### config.mk
export PLATFORM = sky130hd
export DESIGN_NAME = mfp_spi_sensor_sequencer
export DESIGN_NICKNAME = d
export VERILOG_FILES = /design/src/rtl/mfp_spi_sensor_sequencer.sv
export SDC_FILE = /design/constraint.sdc
export NUM_CORES = 1
export LEC_CHECK = 0
export CORE_MARGIN = 4
export CORE_UTILIZATION = 50
export DETAILED_ROUTE_END_ITERATION = 8
export PLACE_DENSITY = 0.73
export SKIP_LAST_GASP = 1
export SYNTH_ARGS = -nofsm -noshare
export SYNTH_HDL_FRONTEND = slang
export SYNTH_SLANG_ARGS = --single-unit
### constraint.sdc
create_clock -name SI_ClkIn -period 3.3 [get_ports SI_ClkIn]
set_clock_uncertainty 0.2 [all_clocks]
set_input_delay 0.495 -clock SI_ClkIn [delete_from_list [all_inputs] [get_ports SI_ClkIn]]
set_output_delay 0.495 -clock SI_ClkIn [all_outputs]
set_load 0.1 [all_outputs]
### src/rtl/mfp_spi_sensor_sequencer.sv
// SPI read sequencer for a 16-bit sensor ADC: on request or periodic auto-trigger,
// clocks one frame in MSB first and publishes it as frame and sample.
module mfp_spi_sensor_sequencer #(
  parameter int unsigned CLK_DIV     = 4,
  parameter int unsigned AUTO_PERIOD = 250000
) (
  input  logic        SI_ClkIn,
  input  logic        SI_Reset,
  input  logic        req,
  input  logic        auto_en,
  input  logic        SPI_SDO,
  output logic        SPI_CS,
  output logic        SPI_SCK,
  output logic        busy,
  output logic        done,
  output logic [15:0] frame,
  output logic [7:0]  sample
);

  localparam logic [7:0]  DIV_LAST = 8'(CLK_DIV - 1);
  localparam logic [7:0]  DIV_Q    = 8'(CLK_DIV);
  localparam logic [23:0] PER_LAST = 24'(AUTO_PERIOD - 1);

  typedef enum logic [2:0] {IDLE, SETUP, SHIFT, HOLD, QUIET} state_t;

  state_t      state_q, state_d;
  logic [7:0]  cnt_q, cnt_d;
  logic [4:0]  half_q, half_d;
  logic        sck_q, sck_d;
  logic [15:0] shreg_q, shreg_d;
  logic [15:0] frame_q, frame_d;
  logic        done_q, done_d;
  logic [23:0] timer_q, timer_d;
  logic        pend_q, pend_d;
  logic        start, wrap;

  assign start = (state_q == IDLE) && (req || pend_q);
  assign wrap  = auto_en && (timer_q == PER_LAST);

  always_comb begin
    state_d = state_q;
    cnt_d   = cnt_q;
    half_d  = half_q;
    sck_d   = sck_q;
    shreg_d = shreg_q;
    frame_d = frame_q;
    done_d  = 1'b0;
    timer_d = (auto_en && !wrap) ? timer_q + 24'd1 : 24'd0;
    // A start swallows a wrap in the same cycle, so the two never yield two reads.
    pend_d  = (!auto_en || start) ? 1'b0 : (wrap ? 1'b1 : pend_q);
    case (state_q)
      IDLE: begin
        if (start) begin
          state_d = SETUP;
          cnt_d   = 8'd0;
        end
      end
      SETUP: begin
        if (cnt_q == DIV_LAST) begin
          state_d = SHIFT;
          cnt_d   = 8'd0;
          half_d  = 5'd0;
          sck_d   = 1'b0;
        end else begin
          cnt_d = cnt_q + 8'd1;
        end
      end
      SHIFT: begin
        if (cnt_q == DIV_LAST) begin
          cnt_d = 8'd0;
          if (half_q == 5'd31) begin
            state_d = HOLD;
            sck_d   = 1'b1;
          end else begin
            half_d = half_q + 5'd1;
            sck_d  = ~sck_q;
            if (!sck_q) shreg_d = {shreg_q[14:0], SPI_SDO};
          end
        end else begin
          cnt_d = cnt_q + 8'd1;
        end
      end
      HOLD: begin
        if (cnt_q == DIV_LAST) begin
          state_d = QUIET;
          cnt_d   = 8'd0;
          done_d  = 1'b1;
          frame_d = shreg_q;
        end else begin
          cnt_d = cnt_q + 8'd1;
        end
      end
      QUIET: begin
        // The done cycle plus CLK_DIV further cycles of CS-high recovery.
        if (cnt_q == DIV_Q) state_d = IDLE;
        else                cnt_d = cnt_q + 8'd1;
      end
      default: state_d = IDLE;
    endcase
  end

  always_ff @(posedge SI_ClkIn) begin
    if (SI_Reset) begin
      state_q <= IDLE;
      cnt_q   <= 8'd0;
      half_q  <= 5'd0;
      sck_q   <= 1'b1;
      frame_q <= 16'd0;
      done_q  <= 1'b0;
      timer_q <= 24'd0;
      pend_q  <= 1'b0;
    end else begin
      state_q <= state_d;
      cnt_q   <= cnt_d;
      half_q  <= half_d;
      sck_q   <= sck_d;
      frame_q <= frame_d;
      done_q  <= done_d;
      timer_q <= timer_d;
      pend_q  <= pend_d;
    end
  end

  always_ff @(posedge SI_ClkIn) begin
    shreg_q <= shreg_d;
  end

  assign SPI_CS  = !(state_q == SETUP || state_q == SHIFT || state_q == HOLD);
  assign SPI_SCK = sck_q;
  assign busy    = (state_q != IDLE);
  assign done    = done_q;
  assign frame   = frame_q;
  assign sample  = frame_q[11:4];

endmodule

==> results by group, run 1 <==
Clock network
  – Clock Sinks: 75
  – CTS root buf: clkbuf_8
  – CTS HTree Levels: 3
  – Hold_buf cts: 0
  – CTS tree: built
  – Bufs on Longest Clock Path: 2
  – Post_cts resized: 0
  – Worst-Skew Late Latency: around 0.34 ns
  – Num CTS Buffers: 9
  – Post-CTS setup buffer count: 0
  – Clock transition at path regs: about 0.09 ns

Placed design
  – PortBufs: 32
  – GPL Wtd Cong: roughly 0.85
  – HPWL after DPL: 4430 um
  – Dpl cells: about 430

Pwr
  – Comb power frac: about 4.2%
  – PwrDens: about 430 nW/um2
  – Sw frac: approximately 25%
  – P_sw: roughly 0.40 mW
  – Power, Total: between 1.5 and 2 mW
  – Leakage power: ~1.4 nW
  – Clk network pwr share: 38.2%
  – Sequential power share: between 50% and 60%
  – Maximum vdd drop: roughly 0.34 mV
  – Cell internal pwr: approximately 1.2 mW

Route
  – Vias per cell: 5.642
  – Antenna viol nets, final: 0
  – Initial DRC Count: around 130
  – WL/cell: around 14 um
  – Pre-antenna DRT Iters: 5
  – Drt drc: 0
  – Post-Route WL: 6329 um
  – DR vias: ~2500

Finish
  – Layout cells sized above 1: about 17%
  – N_diodes: 0
  – Fill cell count: roughly 550
  – Fin util: 58.95%
  – Non-filler cells, final: around 450
  – Nets: 375
  – Synth-to-Final Area Change: 12.99%

Timing
  – Fmax: 419.9 MHz
  – Final hold viol count: 0
  – RSZ-0062 raised after global routing: no
  – Fin. max-slew vios: 0
  – Final hold slack: between 0.2 and 0.25 ns
  – Relative slew slack: 55.41%
  – Setup TNS: 0 ns
  – Worst Tran Pin Value: roughly 0.67 ns
  – Final period utilization: just over 70%
  – Final min period: ~2.4 ns
  – Setup violators final: 0

Synthesis
  – Synth Cell Area: 3351 um2
  – Main synth FF type: dfxtp_1
  – Synth area leader: dfxtp_1
  – Synth top area cells: dfxtp_1 (35%), edfxtp_1 (14%), mux2i_1 (6.6%)
  – Synth warnings: 0
  – EDFF count, synth: 16
  – Top-count cell post-synth: dfxtp_1
  – Register area share after synthesis: 49.59%
  – Yosys reg bits: 75
  – Mapped Cells: approximately 340
  – Syn nets: roughly 350
  – Synth cell count leaders: dfxtp_1 (59), nor2_1 (40), mux2i_1 (22)
  – Distinct cells, synth: just over 50
  – Mean post-synth cell area: between 9 and 10 um2
  – Async S/R FF share, synth: 0%
  – Post-synth top area share: a little over a third

Die
  – Core area: about 6400 um2
  – Die H: about 90 um
  – Die area: ~8000 um2
  – Initial Util: a little over half
  – Top Ports: 33
  – Std-Cell Rows: 29
  – Die Width: around 90 um

Critical path
  – Crit-path max cell delay: around 0.48 ns
  – WP data required: ~3.3 ns
  – Worst Path Class, Setup: register to register
  – Startpoint types: register
  – CP max FO: 9
  – Crit path cell chain: ha_1 -> nor4b_2 -> a21oi_1 -> o21ai_0 -> o21ba_2
  – Max stage delay cell, worst path: nor4b_2
  – Crit path DAT: 2.42 ns
  – CP Capture Type: register

Global routing
  – Pin count of the biggest net entering global routing: 22
  – Initial antenna violation count: 0
  – GR Overflow Total: 0
  – GR Util All Layers: approximately 16%
  – First-pass GRT wire length: 10990 um
  – Vias in the first global route: around 2300

Run
  – MaxCap Viol Count: 0

Run status
  – Status: finished, final reports clean

Min path
  – HP Class: register to register
-- final timing paths --
kind	cells past startpoint	end	slack [ns]	from
worst max register to register	5	cnt_q[3]$_SDFFE_PP0P_	0.92	cnt_q[1]$_SDFFE_PP0P_
worst min-delay path	0	shreg_q[15]$_DFFE_PP_	0.24	shreg_q[14]$_DFFE_PP_
worst min register to register	0	shreg_q[15]$_DFFE_PP_	0.24	shreg_q[14]$_DFFE_PP_
worst max-delay path	5	cnt_q[3]$_SDFFE_PP0P_	0.92	cnt_q[1]$_SDFFE_PP0P_
-- placed cells by master, fill, tap and decap left out, types with 7 or more instances in the layout --
cell type and count:
xnor2_1 9, clkbuf_8 9, nand3_1 15, nor2_1 40
o21ai_0 12, nand4_1 7, nand2_1 11, dfxtp_1 59
or3_1 8, o211ai_1 9, mux2i_1 22, buf_4 33
nor3_1 7, inv_1 14, a21oi_1 19, edfxtp_1 16
-- metrics by stage --
step                setup slack, ns  area, um2
floorplan                    0.6768       3351
global placement             0.9499       3611
detailed placement           0.8956       3611
CTS                          0.9391       3786
global route                 0.6094       3786
finish                       0.9183       3786
-- state kept, by name, indices dropped and copies added, names as in the netlist --
name / cells
state_q: 3
cnt_q: 8
pend_q: 1
half_q: 5
timer_q: 24
frame: 16
SPI_SCK: 1
done: 1
shreg_q: 16
-- power by group through the flow --
stage	clock network (mW)	logic [mW]	registers (mW)
final	0.625	0.0679	0.941
after global routing	0.687	0.0737	0.942
after CTS	0.645	0.0680	0.941
after detailed placement	0	0.0682	0.962
after global placement	0	0.0662	0.962
after floorplan	0	0.0512	0.960
-- cells by family (layout without fill, tap and decap cells) --
group	count (synthesis)	count (layout)	synth area share (%)
fa+ha+maj	5	5	1.867
simple gates	122	122	19.83
buf+inv	36	68	5.713
xor+xnor	13	13	3.398
flops	75	75	49.59
mux	22	22	6.572
compound gates	65	65	13.03
-- final cells by class --
type	instances	area, um2	share of cell area [%]
clock inverters	7	51.30	1.355
well taps	77	96.34	2.545
inverters	15	56.30	1.487
repair buffers	37	287.8	7.601
multi-input cells	227	1509	39.85
clock buffers	9	123.9	3.272
flip-flops and latches	75	1662	43.89
-- routing by layer --
layer	wire length [um]	global-route usage (%)	part of all wire (%)
met4	32	5.485	0.51
met5	0	0	0
met1	3077	21.39	49
met3	228	5.092	3.6
met2	2990	26.25	47
-- critical path, delay by kind of cell, from the launching register on --
kind | cells | cell delay (ns)
AOI/OAI and AO/OA | 3 | 0.99
and+or+nand+nor | 1 | 0.48
adders and majority gates | 1 | 0.22
DFF | 1 | 0.39
Power figures use the tool's default switching activity.
==> run 2, diff against run 1 <==
PLACE_DENSITY = 0.76   (was 0.73)
clock period = 2.15 ns   (was 3.3 ns; I/O delays follow)
==> run 2 against run 1 <==
  * The run now ends with setup timing left
  * Setup slack lost 0.93 ns
  * Wire length grew 11%
  * Cell area grew 11%
  * Critical path type unchanged
  * Largest power group is now the clock network
  * Sequential share of layout area shrank 4.3 points
  * Combinational power grew 97%
==> results by group, run 2 (synthesis gave the netlist of run 1 again) <==
Timing
  – Setup ws final: -0.01509 ns (-0.9334 ns)
  – Setup violators final: 1 (+1)
  – RSZ-0062 raised after global routing: yes
  – Final hold viol count: 0 (unchanged)
  – Setup TNS: -0.01509 ns (-0.01509 ns)
  – Final period utilization: 100.7% (+29 points)
  – Worst Tran Pin Value: 0.3964 ns (-0.2724 ns)
  – Fmax: 461.9 MHz (+10%)
  – Final min period: 2.165 ns (-0.2166 ns)
  – Fin. max-slew vios: 0 (unchanged)
  – Relative slew slack: 73.43% (+18 points)

Finish
  – Most frequent cells in the layout: dfxtp_1 (59), buf_4 (59), nor2_1 (40), mux2i_1 (22), a21oi_1 (19)
  – Final Cell Area: 4199 um2 (+11%)
  – Max FFs per register: 24 (unchanged)
  – Most flops, register: timer_q
  – Multi-input gate area: 1551 um2 (+2.8%)
  – N_diodes: 0 (unchanged)
  – FF+latch area: 1662 um2 (unchanged)
  – Non-filler cells, final: 477 (+6.7%)
  – Nets: 405 (+8.0%)
  – Fill cell count: 471 (-15%)
  – Layout cells sized above 1: 24.75% (+8.0 points)
  – Synth-to-Final Area Change: 25.32%

Global routing
  – GR Overflow Total: 0 (unchanged)
  – Initial antenna violation count: 0 (unchanged)
  – Met1 global-route usage: 22.57% (+1.2 points)
  – GR Util All Layers: 18.00% (+1.5 points)
  – Met2 Use GR: 29.39% (+3.1 points)
  – Pin count of the biggest net entering global routing: 27 (+23%)
  – First-pass GRT wire length: 12100 um (+10%)
  – Met3 Use GR: 5.342% (+0.25 points)
  – Busiest grt layer: met2
  – Vias in the first global route: 2575 (+10%)

Route
  – Antenna viol nets, final: 0 (unchanged)
  – Pre-antenna DRT Iters: 4 (-1)
  – Vias per cell: 5.696 (+0.96%)
  – WL/cell: 14.74 um (+4.1%)
  – Drt drc: 0 (unchanged)
  – Post-Route WL: 7030 um (+11%)
  – Initial DRC Count: 122 (-4.7%)
  – DR vias: 2717 (+7.7%)

Clock network
  – Bufs on Longest Clock Path: 2 (unchanged)
  – Clock transition at path regs: 0.08 ns (about the same)
  – Clock Sinks: 75 (unchanged)
  – CTS HTree Levels: 3 (unchanged)
  – CTS tree: built
  – Worst-Skew Late Latency: 0.35 ns (about the same)
  – CTS root buf: clkbuf_8
  – Hold_buf cts: 0 (unchanged)
  – Num CTS Buffers: 9 (unchanged)

Run
  – MaxCap Viol Count: 0 (unchanged)

Die
  – Initial Util: 52.17% (unchanged)
  – Die H: 89.86 um (unchanged)
  – Std-Cell Rows: 29 (unchanged)
  – Core area: 6422 um2 (unchanged)
  – Die Width: 89.86 um (unchanged)
  – Top Ports: 33 (unchanged)
  – Die area: 8075 um2 (unchanged)

Critical path
  – Reg2Reg Depth: 7 (+2)
  – CP Capture Type: register
  – Worst reg2reg endpoint: half_q[2]$_SDFFE_PP0P_
  – Worst Path Class, Setup: register to register
  – Crit-path max cell delay: 0.35 ns (-0.13 ns)
  – Startpoint types: register
  – Beginning of the critical path: half_q[1]$_SDFFE_PP0P_
  – Top cell by count, worst path: ha_1
  – Crit path DAT: 2.20 ns (-0.22 ns)
  – WP data required: 2.18 ns (-1.16 ns)
  – R2R Path Start: half_q[1]$_SDFFE_PP0P_
  – Max stage delay cell, worst path: dfxtp_1
  – CP max FO: 4 (-5)
  – R2R Setup Slk: -0.02 ns (-0.93 ns)
  – Crit path cell chain: ha_1 -> and3_1 -> ha_1 -> nor3b_1 -> o2111ai_2 -> o21ai_0 -> a21oi_1

Placed design
  – Placed Area: 3876 um2 (+7.3%)
  – DP Worst Slack: 0.06774 ns (-0.8279 ns)
  – Dpl cells: 457 (+6.0%)
  – HPWL after DPL: 4786 um (+8.0%)
  – GPL Wtd Cong: 0.8860 (+4.8%)
  – PortBufs: 32 (unchanged)

Pwr
  – Leakage power: 1.642 nW (+17%)
  – Maximum vdd drop: 0.5422 mV (+60%)
  – PwrDens: 720.1 nW/um2 (+67%)
  – Power, Total: 3.024 mW (+85%)

Run status
  – Status: complete, but fails checks
  – Failing checks: setup timing

Min path
  – Worst hold endpoint: shreg_q[9]$_DFFE_PP_
  – HP Start: shreg_q[8]$_DFFE_PP_
  – Hold path depth: 0 (unchanged)
  – HP Class: register to register
==> run 2: per-layer routing <==
metal,up-vias,wire length [um],share of wire [%]
li1,1350,-,-
met1,1296,3234,46
met2,61,3390,48
met3,10,322,4.6
met4,0,82,1.2
met5,-,0,0
==> run 2: area by class of cell <==
cell class	instances	area share, %
Clock inverter	7	3.486
Multi-Input combinational cell	227	36.95
Timing Repair Buffer	67	13.41
Sequential cell	75	39.57
Clock buffer	9	2.950
Tap cell	77	2.294
Inverter	15	1.341
==> run 2: report_power, final <==
group | switching, mW | total, mW | internal (mW)
registers | 0.00553 | 1.44 | 1.44
logic | 0.0823 | 0.134 | 0.0513
clock network | 0.549 | 1.45 | 0.901
total | 0.637 | 3.02 | 2.39
==> run 2: repair_timing <==
action / in CTS / in global routing
resized for setup: 0 / 4
endpoints found under the setup margin: 0 / 37
setup buffers: 0 / 4
==> run 2: worst max path at each step <==
stage,endpoint,cells after the start
6_report,half_q[2]$_SDFFE_PP0P_,7
5_1_grt,half_q[2]$_SDFFE_PP0P_,7
4_1_cts,timer_q[20]$_SDFF_PP0_,4
3_5_place_dp,timer_q[20]$_SDFF_PP0_,4
3_3_place_gp,shreg_q[1]$_DFFE_PP_,5
2_1_floorplan,shreg_q[0]$_DFFE_PP_,5
==> run 2: critical path, delay by kind of cell, from the launching register on <==
kind	cells	cell delay [ns]
AO/OA/AOI/OAI	3	0.52
adder cells (fa/ha/maj)	2	0.45
flip-flops	1	0.35
AND/OR/NAND/NOR	2	0.53
==> run 2: metrics by stage <==
step	hold WS [ns]	utilization, %
after CTS	0.2593	64.56
after floorplan	0.2214	-
final	0.2599	65.38
after detailed placement	0.2322	60.35
after global routing	0.2796	65.38
after global placement	0.2285	60.35
